**src/rtl/mcu_spi_target.sv**
```systemverilog
// mcu_spi_target: SPI target (mode 0, MSB first), sampled on the fabric clock.
// Deserialises the MCU link into a start pulse per frame and one per-target
// strobe per payload byte. The reply byte on mcu_din is shifted back on spi_miso.
// Optional build macro: MCU_SPI_TIMEOUT_EN aborts a frame after TIMEOUT clk
// cycles without any SCLK edge.
module mcu_spi_target #(
    parameter int TIMEOUT = 4096
) (
    input  logic       clk,
    input  logic       reset,
    input  logic       spi_csn,
    input  logic       spi_sclk,
    input  logic       spi_mosi,
    output logic       spi_miso,
    input  logic [7:0] mcu_din,
    output logic [7:0] mcu_data,
    output logic       mcu_start,
    output logic       mcu_sys_strobe,
    output logic       mcu_hid_strobe,
    output logic       mcu_osd_strobe,
    output logic       mcu_sdc_strobe
);

    typedef enum logic [1:0] {WAIT_IDLE, IDLE, TARGET, DATA} state_t;

    logic       r_csn_m, r_csn_s;
    logic       r_sclk_m, r_sclk_s, r_sclk_d;
    logic       r_mosi_m, r_mosi_s;
    state_t     r_state, w_next;
    logic [2:0] r_bitcnt;
    logic [6:0] r_shift;
    logic [7:0] r_target;
    logic [7:0] r_pend_byte;
    logic       r_pend_start;
    logic [3:0] r_pend_sel;
    logic [7:0] r_reply;
    logic       r_skip;
    logic       w_rise, w_fall, w_shift_en, w_done, w_timeout, w_pulse, w_in_frame;
    logic [7:0] w_byte;

    assign w_rise     = r_sclk_s & ~r_sclk_d;
    assign w_fall     = ~r_sclk_s & r_sclk_d;
    assign w_byte     = {r_shift, r_mosi_s};
    assign w_in_frame = (r_state == TARGET) || (r_state == DATA);
    assign w_pulse    = mcu_start | mcu_sys_strobe | mcu_hid_strobe |
                        mcu_osd_strobe | mcu_sdc_strobe;

    // Two-stage synchronisers plus the SCLK edge-detect delay. CS resets to
    // "asserted" so WAIT_IDLE only leaves on a genuinely high chip select.
    always_ff @(posedge clk) begin
        if (reset) begin
            r_csn_m  <= 1'b0;
            r_csn_s  <= 1'b0;
            r_sclk_m <= 1'b0;
            r_sclk_s <= 1'b0;
            r_sclk_d <= 1'b0;
            r_mosi_m <= 1'b0;
            r_mosi_s <= 1'b0;
        end else begin
            r_csn_m  <= spi_csn;
            r_csn_s  <= r_csn_m;
            r_sclk_m <= spi_sclk;
            r_sclk_s <= r_sclk_m;
            r_sclk_d <= r_sclk_s;
            r_mosi_m <= spi_mosi;
            r_mosi_s <= r_mosi_m;
        end
    end

`ifdef MCU_SPI_TIMEOUT_EN
    localparam int TW = $clog2(TIMEOUT + 1);
    logic [TW-1:0] r_tcnt;

    // Stall counter: runs inside a frame, restarts on every SCLK edge.
    always_ff @(posedge clk) begin
        if (reset || !w_in_frame || w_rise || w_fall) begin
            r_tcnt <= '0;
        end else if (r_tcnt != TW'(TIMEOUT)) begin
            r_tcnt <= r_tcnt + TW'(1);
        end
    end
    assign w_timeout = (r_tcnt == TW'(TIMEOUT));
`else
    // No stall counter in this build; the comparison is constant false.
    assign w_timeout = (TIMEOUT < 0);
`endif

    // FSM state register.
    always_ff @(posedge clk) begin
        if (reset) r_state <= WAIT_IDLE;
        else       r_state <= w_next;
    end

    // Next state and bit strobes. CS is evaluated before SCLK, so a rise in
    // the same cycle as the CS fall is taken as bit 0 of the frame.
    always_comb begin
        w_next     = r_state;
        w_shift_en = 1'b0;
        w_done     = 1'b0;
        case (r_state)
            WAIT_IDLE: if (r_csn_s) w_next = IDLE;
            IDLE: begin
                if (!r_csn_s) begin
                    w_next     = TARGET;
                    w_shift_en = w_rise;
                end
            end
            TARGET, DATA: begin
                if (r_csn_s) begin
                    w_next = IDLE;
                end else if (w_timeout) begin
                    w_next = WAIT_IDLE;
                end else begin
                    w_shift_en = w_rise;
                    if (w_rise && r_bitcnt == 3'd7) begin
                        w_done = 1'b1;
                        if (r_state == TARGET) w_next = DATA;
                    end
                end
            end
            default: w_next = WAIT_IDLE;
        endcase
    end

    // MOSI shifter and bit counter; partial bytes vanish whenever the frame ends.
    always_ff @(posedge clk) begin
        if (reset) begin
            r_shift  <= '0;
            r_bitcnt <= '0;
        end else if (w_shift_en) begin
            r_shift  <= w_byte[6:0];
            r_bitcnt <= r_bitcnt + 3'd1;
        end else if (w_next != TARGET && w_next != DATA) begin
            r_shift  <= '0;
            r_bitcnt <= '0;
        end
    end

    // Completed byte: latch target, stage the pulse selection for one cycle.
    always_ff @(posedge clk) begin
        if (reset) begin
            r_pend_start <= 1'b0;
            r_pend_sel   <= '0;
            r_pend_byte  <= '0;
            r_target     <= '0;
        end else begin
            r_pend_start <= w_done && (r_state == TARGET);
            r_pend_sel   <= '0;
            if (w_done && r_state == DATA) begin
                case (r_target)
                    8'd1:    r_pend_sel <= 4'b0001;
                    8'd2:    r_pend_sel <= 4'b0010;
                    8'd3:    r_pend_sel <= 4'b0100;
                    8'd4:    r_pend_sel <= 4'b1000;
                    default: r_pend_sel <= 4'b0000;
                endcase
            end
            if (w_done) r_pend_byte <= w_byte;
            if (w_done && r_state == TARGET) r_target <= w_byte;
        end
    end

    // Output register stage; data only updates alongside a pulse.
    always_ff @(posedge clk) begin
        if (reset) begin
            mcu_start      <= 1'b0;
            mcu_sys_strobe <= 1'b0;
            mcu_hid_strobe <= 1'b0;
            mcu_osd_strobe <= 1'b0;
            mcu_sdc_strobe <= 1'b0;
            mcu_data       <= '0;
        end else begin
            mcu_start      <= r_pend_start;
            mcu_sys_strobe <= r_pend_sel[0];
            mcu_hid_strobe <= r_pend_sel[1];
            mcu_osd_strobe <= r_pend_sel[2];
            mcu_sdc_strobe <= r_pend_sel[3];
            if (r_pend_start || (|r_pend_sel)) mcu_data <= r_pend_byte;
        end
    end

    // Reply shifter. The load lands while SCLK is still high after bit 8, so
    // the falling edge that closes that bit must not shift, otherwise the MCU
    // would miss bit 7 of the reply on its next rising edge.
    always_ff @(posedge clk) begin
        if (reset || !w_in_frame) begin
            r_reply <= '0;
            r_skip  <= 1'b0;
        end else if (w_pulse) begin
            r_reply <= mcu_din;
            r_skip  <= 1'b1;
        end else if (w_fall) begin
            if (r_skip) r_skip  <= 1'b0;
            else        r_reply <= {r_reply[6:0], 1'b0};
        end
    end

    assign spi_miso = w_in_frame & (w_pulse ? mcu_din[7] : r_reply[7]);

endmodule

```
**config.mk**
```make
export PLATFORM = sky130hd
export DESIGN_NAME = mcu_spi_target
export DESIGN_NICKNAME = d
export VERILOG_FILES = /design/src/rtl/mcu_spi_target.sv
export SDC_FILE = /design/constraint.sdc
export NUM_CORES = 1
export LEC_CHECK = 0
export CAP_MARGIN = 15
export CORE_UTILIZATION = 52
export DETAILED_ROUTE_END_ITERATION = 10
export MAX_ROUTING_LAYER = met4
export PLACE_DENSITY = 0.77
export SYNTH_ARGS = -nofsm -noshare
export SYNTH_HDL_FRONTEND = slang
export SYNTH_SLANG_ARGS = --single-unit
export TNS_END_PERCENT = 100
```
**constraint.sdc**
```tcl
create_clock -name clk -period 3.2 [get_ports clk]
set_input_delay 0.8 -clock clk [delete_from_list [all_inputs] [get_ports clk]]
set_output_delay 0.8 -clock clk [all_outputs]
set_load 0.1 [all_outputs]
```
After elaboration in Yosys (flattened, before gate mapping) --
Index checks and enable logic that the tools add are counted.
Operators by class: multiplexer cells 22, divide/modulo/power cells 0, add/subtract/negate cells 1, multiply operators 0, bitwise gates (word level) 10, reductions and logical operators 16, shift operators 0, magnitude comparators 0, equal/unequal tests 11
Operators with widths (count):
- two-way mux 8 bit | 3
- equality test 8 x 2 -> 1 bit, second input constant | 2
- one-hot mux 4 bit (4 select lines) | 1
- two-way mux 7 bit | 2
- two-way mux 2 bit | 5
- equality test 8 x 1 -> 1 bit, second input constant | 1
- equality test 8 x 3 -> 1 bit, second input constant | 1
- two-way mux 1 bit | 8
- two-way mux 3 bit | 2
- one-hot mux 2 bit (3 select lines) | 1
- equality test 2 bit, second input constant | 2
- logical AND 1 bit | 4
- inequality test 2 bit, second input constant | 2
- bitwise OR 1 bit | 4
- nonzero test 2 bit | 2
- OR reduction 2 bit | 2
- OR reduction 4 bit | 1
- adder 3 x 1 -> 3 bit, second input constant | 1
- bitwise AND 1 bit | 3
- equality test 3 bit, second input constant | 1
- logical OR 1 bit | 3
- NOT 1 bit | 3
- OR reduction 3 bit | 1
- equality test 2 x 1 -> 1 bit, second input constant | 1
- other kinds (4) | 4
Storage, ports and cells: bits in latches 0, output and inout bits 14, RAM bits 0, ROM bits 0, bits in registers 62, memories 0

Depth between registers and ports, before layout --
depth after elaboration 10, depth in mapped cells 7, mapped depth without buffers 5

Worst setup path before layout --
No wires, ideal clock.
kind reg-to-output, start point reg mcu_start, end point out spi_miso, arrival time 2857 ps, cell stages (with the launch flop) 4, path slack -457 ps, path buffers 0, required time 2400 ps, cell sequence dfxtp_1 > or4_4 > o21ai_1 > a21boi_1
On the way: longest elaborated chain between the ends 6
Ends and longest elaborated chain:
- start, declared | line 17 | output logic mcu_start,
- start signal, assigned | line 173 | mcu_start <= r_pend_start;
- bitwise OR 1 bit (3 in series) | line 45 | assign w_pulse = mcu_start | mcu_sys_strobe | mcu_hid_strobe |
- bitwise OR 1 bit | line 46 | mcu_osd_strobe | mcu_sdc_strobe;
- two-way mux 1 bit | line 198 | assign spi_miso = w_in_frame & (w_pulse ? mcu_din[7] : r_reply[7]);
- bitwise AND 1 bit | line 198
- end, declared | line 14 | output logic spi_miso,
Every way passes these cells.

Worst setup path in the final report --
Same ends and word-level chain as after synthesis.

==> key figures <==
Logic synthesis
  – Cell type with the highest aggregate area in the netlist: sky130_fd_sc_hd__dfxtp_1
  – Share of flip-flops with an asynchronous set or reset: 0
  – Most used DFF post-synth: sky130_fd_sc_hd__dfxtp_1
  – Post-synth top area share: 0.5159
  – Synth warnings: 0
  – Post-synthesis cell area: 2406 sq um
  – Yosys cell types: 36
  – Top cells by area, synth: sky130_fd_sc_hd__dfxtp_1 52%, sky130_fd_sc_hd__a21oi_1 8.9%, sky130_fd_sc_hd__nand3_1 8.9%
  – Seq/Total Area, Yosys: 0.5159
  – Post-synth EDFFs: 0
  – Number of nets produced by synthesis: 275
  – Gate count after technology mapping: 260
  – Count of state elements after synthesis: 62
  – Post-Synthesis Mean Instance Area: 9.254 sq um

Finish
  – Proportion of layout cells with a drive suffix above 1: 0.1263
  – Final cell count without fillers: 337
  – Layout area overhead: 17.06%
  – Non-Filler Cell Area, Final: 2816 sq um
  – Final net count: 296
  – Area used by multi-input combinational logic: 1059 sq um
  – Total of fill cells in the finished design: 363
  – Sequential standard cell area: 1241 sq um
  – Antenna fix cells: 0

Global route
  – Final global-route overflow total: 0
  – Total global-route track usage: 0.2041
  – Via count of the first global-routing pass: 1,671
  – Pin count of the biggest net entering global routing: 36
  – Antenna violations before repair: 0
  – Global-route wire length before repair: 7569 um

Clock tree
  – Number of sinks handled by clock tree synthesis: 62
  – Clock-pin slew on the worst setup and hold paths: 60 ps
  – Number of clock buffers inserted by TritonCTS: 9
  – Post CTS Setup Buffer Count: 0
  – Number of buffers added to fix hold violations after cts: 0
  – Post_cts resized: 0
  – Root Driver: sky130_fd_sc_hd__clkbuf_8
  – Worst skew pair latency: 330 ps
  – H-Tree Level Count: 3
  – CTS tree: yes
  – Maximum clock insertion buffer count: 2

Setup path
  – Worst setup slack for register-to-register paths: 1300 ps
  – Crit path max fanout: 9
  – CP Capture Type: output pin
  – Startpoint Class: register
  – Worst EP required: 2400 ps
  – Crit path arrival time: 1770 ps
  – Kind of critical path: reg2out

STA
  – Largest clock skew in the final design: 3.420 ps
  – Unrepaired setup endpoints after global routing: no
  – Number of setup violations in the final report: 0
  – Setup_tns: 0 ps
  – Final hold violation count: 0
  – Maximum clock frequency: 389.1 MHz
  – Final Critical Period: 2570 ps
  – Worst slew pin tran: 786.8 ps
  – Headroom to the max-slew limit: 0.4744
  – Final Max Slew Viols: 0
  – Share of the clock period used by the worst path after layout: 0.8032

Min path
  – Type of the worst min-delay path: reg2reg

Detailed routing
  – Average via count per standard cell: 5.611
  – Remaining routing DRC violations: 0
  – Final WL: 4549 um
  – Detailed Route Iter0 Violations: 110
  – Detailed Routing Iterations Pass 1: 4
  – Post-detailed-route count of antenna-violating nets: 0
  – Wire length per cell: 13.50 um
  – Via count: 1,891

Flow run
  – Count of maximum capacitance violations: 0

Placement
  – Port Buf Inserts: 26
  – Cells after DPL: 322
  – Routability congestion estimate from global placement: 0.7582
  – DP Area: 2649 sq um
  – HPWL Detailed: 3015 um

Power and ir drop
  – Pwr dens: 503.5 nW/um^2
  – Static leakage: 1.011 nW
  – IR Drop Worst-Case VDD: 0.0003727 V

Die
  – Total number of placement rows: 24
  – Effective utilization at floorplan: 0.5451
  – Height of the die: 70.02 um
  – Area of the core: 4414 sq um
  – Die footprint: 4903 sq um
  – IO Count: 27
  – Floorplan die width: 70.02 um

Run status
  – Status: complete, no violations
-- kinds of logic (layout without fill, tap and decap cells) --
kind of cell    Yosys count  in the layout  share of synthesized area
simple gates             85             85                     0.2184
mux                       7              7                    0.02912
compound gates           80             80                     0.1768
fa+ha+maj                 2              2                    0.01040
xor+xnor                  1              1                   0.003641
flops                    62             62                     0.5159
buf+inv                  23             48                    0.04576
-- metal layers --
layer / global-route usage / up-vias / wire (um)
li1: - / 973 / -
met1: 0.2606 / 866 / 2316
met2: 0.2917 / 44 / 1971
met3: 0.06061 / 8 / 175
met4: 0.1067 / 0 / 86
met5: - / - / 0
-- sequential cells by signal, summed over array words and instances (netlist names), 2 cells and up --
register     flops
r_state          2
mcu_data         8
r_bitcnt         3
r_reply          8
r_pend_byte      8
r_pend_sel       4
r_shift          7
r_target         8
-- final cells by class --
type | instances | area share
inverter | 5 | 0.006664
timing repair buffer | 28 | 0.09418
sequential | 62 | 0.4407
clock inverter | 1 | 0.001777
clock buffer | 14 | 0.05775
multi-input combinational | 175 | 0.3758
tap | 52 | 0.02310
-- synthesized netlist by cell type (3+ instances only) --
cell,number
sky130_fd_sc_hd__dfxtp_1,62
sky130_fd_sc_hd__a21oi_1,43
sky130_fd_sc_hd__nand3_1,43
sky130_fd_sc_hd__o21ai_1,18
sky130_fd_sc_hd__nor2b_1,13
sky130_fd_sc_hd__o21ai_0,10
sky130_fd_sc_hd__a211oi_1,7
sky130_fd_sc_hd__buf_2,7
sky130_fd_sc_hd__clkbuf_1,7
sky130_fd_sc_hd__mux2i_1,7
sky130_fd_sc_hd__nor3_1,5
sky130_fd_sc_hd__inv_1,3
sky130_fd_sc_hd__nor2_1,3
-- cells in the final DEF (no fill, tap or decap), types with 3 or more instances in the layout --
cell type	netlist	layout
sky130_fd_sc_hd__o21ai_1	18	18
sky130_fd_sc_hd__nand3_1	43	43
sky130_fd_sc_hd__buf_4	2	14
sky130_fd_sc_hd__dfxtp_1	62	62
sky130_fd_sc_hd__a21oi_1	43	43
sky130_fd_sc_hd__clkbuf_8	0	11
sky130_fd_sc_hd__mux2i_1	7	7
sky130_fd_sc_hd__nor2_1	3	3
sky130_fd_sc_hd__clkdlybuf4s50_1	0	12
sky130_fd_sc_hd__o21ai_0	10	10
sky130_fd_sc_hd__clkbuf_1	7	3
sky130_fd_sc_hd__nor3_1	5	5
sky130_fd_sc_hd__inv_1	3	3
sky130_fd_sc_hd__nor2b_1	13	13
sky130_fd_sc_hd__a211oi_1	7	7
-- final timing paths --
| kind | depth (start not counted) | to | start |
|---|---|---|---|
| max | 4 | spi_miso | mcu_start |
| min | 1 | r_mosi_s | r_mosi_m |
| max reg2reg | 5 | r_pend_sel[0] | r_bitcnt[0] |
| min reg2reg | 1 | r_mosi_s | r_mosi_m |
-- critical path, stage by stage, from the launching register on --
cell                       delay, ps
sky130_fd_sc_hd__dfxtp_1         340
sky130_fd_sc_hd__nor4_4          540
sky130_fd_sc_hd__nand3_1         160
sky130_fd_sc_hd__a21boi_2        200
sky130_fd_sc_hd__buf_12          190
-- report_power, final --
| group | switching [W] | leakage, nW | internal (W) |
|---|---|---|---|
| registers | 0.00000378 | 0.501 | 0.000777 |
| logic | 0.0000255 | 0.424 | 0.0000228 |
| clock network | 0.000271 | 0.0865 | 0.000319 |
-- through the flow --
| stage | hold slack [ps] | setup slack (ps) | power [W] | util |
|---|---|---|---|---|
| floorplan | 413.8 | 126.1 | 0.0008244 | - |
| global placement | 421.7 | 674.3 | 0.0008454 | 0.6001 |
| detailed placement | 422.6 | 643.2 | 0.0008458 | 0.6001 |
| CTS | 437.0 | 620.0 | 0.001434 | 0.6380 |
| global route | 460.5 | 533.6 | 0.001479 | 0.6380 |
| finish | 437.5 | 629.9 | 0.001418 | 0.6380 |
Note: power is estimated with default switching activity, not from simulation.
